### src/rtl/serial_subtractor_if.sv
// Handshake and operand/result bundle for the bit-serial subtractor.
// The driver uses the master side and the subtractor uses the slave side.
interface serial_subtractor_if #(
  parameter int WIDTH = 4
);
  logic             start;
  logic             ready;
  logic [WIDTH-1:0] A;
  logic [WIDTH-1:0] B;
  logic             valid;
  logic             ack;
  logic [WIDTH-1:0] Diff;
  logic             Borrow;
  logic             Ovf;

  modport master (
    output start, A, B, ack,
    input  ready, valid, Diff, Borrow, Ovf
  );

  modport slave (
    input  start, A, B, ack,
    output ready, valid, Diff, Borrow, Ovf
  );
endinterface

### src/rtl/serial_subtractor.sv
// Bit-serial A - B, LSB first, one bit per clock with a registered ripple borrow.
// The result, borrow and signed overflow are held in DONE until acknowledged.
module serial_subtractor #(
  parameter int WIDTH = 4
) (
  input  logic                clk,
  input  logic                rst,
  serial_subtractor_if.slave  bus
);

  localparam int CW = $clog2(WIDTH + 1);

  typedef enum logic [1:0] {IDLE, RUN, DONE} state_t;

  state_t           state, state_nx;
  logic [WIDTH-1:0] a_sh, b_sh, d_sh;
  logic [CW-1:0]    cnt;
  logic             c;
  logic             a_msb, b_msb;
  logic             borrow_r, ovf_r;
  logic             ready_c, valid_c;

  // One full-subtractor slice on the current LSBs.
  logic bit_a, bit_b, bit_d, c_nx, last;
  assign bit_a = a_sh[0];
  assign bit_b = b_sh[0];
  assign bit_d = bit_a ^ bit_b ^ c;
  assign c_nx  = (~bit_a & bit_b) | (~(bit_a ^ bit_b) & c);
  assign last  = (cnt == CW'(WIDTH - 1));

  // NOTE: state registers use non-blocking assignments so every flop samples pre-edge values.
  always_ff @(posedge clk) begin
    if (rst) state <= IDLE;
    else     state <= state_nx;
  end

  // NOTE: every output of this block gets a default first, so no path can infer a latch.
  always_comb begin
    state_nx = state;
    ready_c  = 1'b0;
    valid_c  = 1'b0;
    unique case (state)
      IDLE: begin
        ready_c = 1'b1;
        if (bus.start) state_nx = RUN;
      end
      RUN: begin
        if (last) state_nx = DONE;
      end
      DONE: begin
        valid_c = 1'b1;
        if (bus.ack) state_nx = IDLE;
      end
      default: state_nx = IDLE;
    endcase
  end

  // NOTE: the datapath is small, so all of it is reset; a reset mid-RUN discards the partial result.
  always_ff @(posedge clk) begin
    if (rst) begin
      a_sh     <= '0;
      b_sh     <= '0;
      d_sh     <= '0;
      cnt      <= '0;
      c        <= 1'b0;
      a_msb    <= 1'b0;
      b_msb    <= 1'b0;
      borrow_r <= 1'b0;
      ovf_r    <= 1'b0;
    end else begin
      unique case (state)
        IDLE: begin
          if (bus.start) begin
            a_sh  <= bus.A;
            b_sh  <= bus.B;
            a_msb <= bus.A[WIDTH-1];
            b_msb <= bus.B[WIDTH-1];
            c     <= 1'b0;
            cnt   <= '0;
          end
        end
        RUN: begin
          d_sh <= {bit_d, d_sh[WIDTH-1:1]};
          a_sh <= a_sh >> 1;
          b_sh <= b_sh >> 1;
          c    <= c_nx;
          cnt  <= cnt + 1'b1;
          // The bit computed on the last step is the result MSB.
          if (last) begin
            borrow_r <= c_nx;
            ovf_r    <= (a_msb != b_msb) && (bit_d != a_msb);
          end
        end
        default: ;
      endcase
    end
  end

  assign bus.ready  = ready_c;
  assign bus.valid  = valid_c;
  assign bus.Diff   = d_sh;
  assign bus.Borrow = borrow_r;
  assign bus.Ovf    = ovf_r;

endmodule
### src/flat_wrapper.sv
// flat-port wrapper written by rule: the top's interface ports become plain ports
module serial_subtractor_flat 
#(
  parameter int WIDTH = 4
)
  (clk, rst, bus_start, bus_A, bus_B, bus_ack, bus_ready, bus_valid, bus_Diff, bus_Borrow, bus_Ovf);
  serial_subtractor_if #(.WIDTH(WIDTH)) bus_i ();
  input  logic clk;
  input  logic rst;
  input wire logic [$bits(bus_i.start)-1:0] bus_start;
  input wire logic [$bits(bus_i.A)-1:0] bus_A;
  input wire logic [$bits(bus_i.B)-1:0] bus_B;
  input wire logic [$bits(bus_i.ack)-1:0] bus_ack;
  output wire logic [$bits(bus_i.ready)-1:0] bus_ready;
  output wire logic [$bits(bus_i.valid)-1:0] bus_valid;
  output wire logic [$bits(bus_i.Diff)-1:0] bus_Diff;
  output wire logic [$bits(bus_i.Borrow)-1:0] bus_Borrow;
  output wire logic [$bits(bus_i.Ovf)-1:0] bus_Ovf;
  assign bus_i.start = bus_start;
  assign bus_i.A = bus_A;
  assign bus_i.B = bus_B;
  assign bus_i.ack = bus_ack;
  assign bus_ready = bus_i.ready;
  assign bus_valid = bus_i.valid;
  assign bus_Diff = bus_i.Diff;
  assign bus_Borrow = bus_i.Borrow;
  assign bus_Ovf = bus_i.Ovf;
  serial_subtractor #(.WIDTH(WIDTH)) u_core (.clk(clk), .rst(rst), .bus(bus_i));
endmodule
### config.mk
export PLATFORM = sky130hd
export DESIGN_NAME = serial_subtractor_flat
export DESIGN_NICKNAME = d
export VERILOG_FILES = /design/src/rtl/serial_subtractor_if.sv /design/src/rtl/serial_subtractor.sv /design/src/flat_wrapper.sv
export SDC_FILE = /design/constraint.sdc
export NUM_CORES = 1
export LEC_CHECK = 0
export CORE_ASPECT_RATIO = 1.25
export CORE_MARGIN = 4
export CORE_UTILIZATION = 35
export CTS_CLUSTER_SIZE = 40
export DETAILED_ROUTE_END_ITERATION = 6
export GPL_ROUTABILITY_DRIVEN = 0
export GPL_TIMING_DRIVEN = 0
export MAX_ROUTING_LAYER = met4
export PLACE_DENSITY_LB_ADDON = 0.05
export SETUP_SLACK_MARGIN = 0.2
export SLEW_MARGIN = 20
export SYNTH_ARGS = -nofsm -noshare
export SYNTH_HDL_FRONTEND = slang
export SYNTH_SLANG_ARGS = --single-unit
export TNS_END_PERCENT = 5
### constraint.sdc
create_clock -name clk -period 2.6 [get_ports clk]
set_clock_uncertainty 0.05 [all_clocks]
set_input_delay 0.26 -clock clk [delete_from_list [all_inputs] [get_ports clk]]
set_output_delay 0.26 -clock clk [all_outputs]
set_load 0.005 [all_outputs]
==> out/metrics.cfg <==
[run_status]
status = finished clean

[worst_setup_path]
regToRegSetupSlack_ns = 1.03
cp-start-kind = register
cp_data_required_time_ns = 2.29
path_max_fanout = 8
criticalPathCategory = register to primary output
critPathCaptureType = primary output
critical_path_arrival_ns = 1.51

[synth]
ys.flop_type = dfxtp_1
ys_ff_latch = 22
synthMuxAreaShare_pct = 10.50
netlist_area_um2 = 953.4
seq_area_frac_synth_pct = 46.19
synthMostInstantiatedCell = dfxtp_1
synth-edff-count = 0
synth_top_area_share_pct = 46.19
synth_top_area_cell = dfxtp_1
synthTopCellsByCount = dfxtp_1 (22), nor2_1 (16), mux2i_1 (10), nand2_1 (8)
syn_nets = 114
yosys-top-cells-area = dfxtp_1 (46%), mux2i_1 (10%), nor2_1 (6.3%), a211oi_1 (4.7%), a21oi_1 (3.1%)
yosys.area_share.simple_pct = 14.96
synth_cell_types = 25
synth-compound-area-share_pct = 18.11
netlist_instances = 99
syn_avg_cell_area_um2 = 9.630
synthAdderAreaFrac_pct = 4.724
synth_xor_area_share_pct = 0
async_flop_share_pct = 0
synth_top_family_by_area = compound AO/OA/AOI/OAI gates
yosysWarningCount = 0

[power]
p_leak_nw = 0.4550
power.density_nw_per_um2 = 532.2
finalPower_uw = 649.9
peakVddDrop_mv = 0.3338

[timing]
period_share_pct = 70.09
slew_headroom_pct = 66.59
min_period_ns = 1.822
timing.setup.tns_ns = 0
setup_viol = 0
rsz0062_at_grt = no
hold_slack_ns = 0.4096
drv_slew = 0
tightestPinTransition_ns = 0.5002
hold_violations = 0
fmax_mhz = 548.7

[detailed_routing]
finalWirelength_mm = 1.834
drt_iter0_markers = 15
drcViolationCount = 0
ant_nets = 0
num_vias = 751
firstDrtPassIters = 4
wire_per_inst_um = 11.83
routed_via_density = 4.845

[clock_tree]
cts_tree = yes
cts_hold_buf = 0
cts_max_path_buffers = 2
cts_setup_buffers = 0
clk_pin_slew_ns = 0.12
htree_levels = 1
clk_latency_ns = 0.30
numClockSinks = 22
numCtsBuffers = 3
cts-root-buf = clkbuf_4
ctsResizeCount = 0

[grt]
grt_use_total_pct = 12.29
grt_pass1_wl_mm = 3.167
grt_max_degree = 13
grt_pass1_vias = 694
antenna_found_initial = 0
gr-total-overflow = 0

[final_layout]
syn2layout_area_growth_pct = 28.08
utilization_pct = 48.32
drive_gt1_share_pct = 9.836
layout.nets = 138
n_antenna_cell = 0

[run]
max_cap_violations = 0

[die]
die-area_um2 = 3628
core-area_um2 = 2527
num_rows = 20
initial_core_util_pct = 37.72
die_x_um = 54.68
fp.dieH_um = 66.36
ios = 20

[hold_path]
hold_path_class = register to register

[place]
io_buffers = 19
hpwl_mm = 1.387

metal layers:
layer | vias to the layer above | part of all wire (%) | track usage (%) | routed length, µm
met5 | - | 0 | - | 0
met4 | 0 | 1.2 | 5.607 | 22
met3 | 2 | 5.6 | 2.257 | 103
met2 | 13 | 48 | 18.20 | 883
met1 | 344 | 45 | 15.88 | 825
li1 | 392 | - | - | -
flip-flops by register name (all words and copies together), names as in the netlist:
register,flops
u_core.a_sh,4
u_core.b_sh,4
u_core.bus.Diff,4
u_core.cnt,3
u_core.state,2
u_core.a_msb,1
u_core.b_msb,1
u_core.bus.Borrow,1
u_core.bus.Ovf,1
u_core.c,1
logic make-up (layout without fill, tap and decap cells):
family / Yosys count / in the layout
flip-flops: 22 / 22
buffers and inverters: 10 / 33
multiplexers: 10 / 10
AND/OR/NAND/NOR: 31 / 31
adder cells (fa/ha/maj): 3 / 3
AO/OA/AOI/OAI: 23 / 23
per-stage QoR:
| step | area, µm² | worst slack (ns) | std cells |
|---|---|---|---|
| floorplan | 953.4 | 1.148 | 99 |
| global placement | 1185 | 0.9888 | 151 |
| detailed placement | 1185 | 0.9718 | 151 |
| CTS | 1221 | 0.7587 | 155 |
| global route | 1221 | 0.6647 | 155 |
| finish | 1221 | 0.7776 | 155 |
worst max-delay path, cell delays in order, from the launching register on:
cell and delay [ns]:
dfxtp_1 0.49, nor2b_1 0.20, clkdlybuf4s50_1 0.52
worst paths after layout:
check                                   startpoint            endpoint  cells after the start
worst max-delay path               u_core.state[1]           bus_valid                      2
worst min-delay path            u_core.bus.Diff[0]  u_core.bus.Diff[0]                      2
worst max register to register      u_core.b_sh[0]      u_core.bus.Ovf                      5
worst min register to register  u_core.bus.Diff[0]  u_core.bus.Diff[0]                      2
cells in the final DEF, fill, tap and decap left out, types with 2 or more instances in the layout:
| master | count |
|---|---|
| dfxtp_1 | 22 |
| clkbuf_4 | 3 |
| a211oi_1 | 6 |
| mux2i_1 | 10 |
| a2bb2oi_1 | 2 |
| nor2_1 | 16 |
| clkbuf_1 | 2 |
| clkdlybuf4s50_1 | 19 |
| nand2_1 | 8 |
| nor2b_1 | 2 |
| a21oi_1 | 6 |
| buf_4 | 2 |
| a22oi_1 | 4 |
| inv_1 | 5 |
| ha_1 | 2 |
power breakdown:
part / total (mW) / switching, mW / internal (mW)
combinational: 0.101 / 0.0471 / 0.0537
sequential: 0.365 / 0.0110 / 0.354
clock: 0.184 / 0.0986 / 0.0854
total: 0.650 / 0.157 / 0.493
final cells by class:
type / count / area (µm²)
fillers: 266 / 1306
multi-input cells: 67 / 460.4
flip-flops and latches: 22 / 440.4
repair buffers: 19 / 190.2
well taps: 33 / 41.29
clock buffers: 4 / 36.28
plain buffers: 5 / 33.78
inverters: 5 / 18.77
No activity file was read; power rests on OpenSTA's default activity.
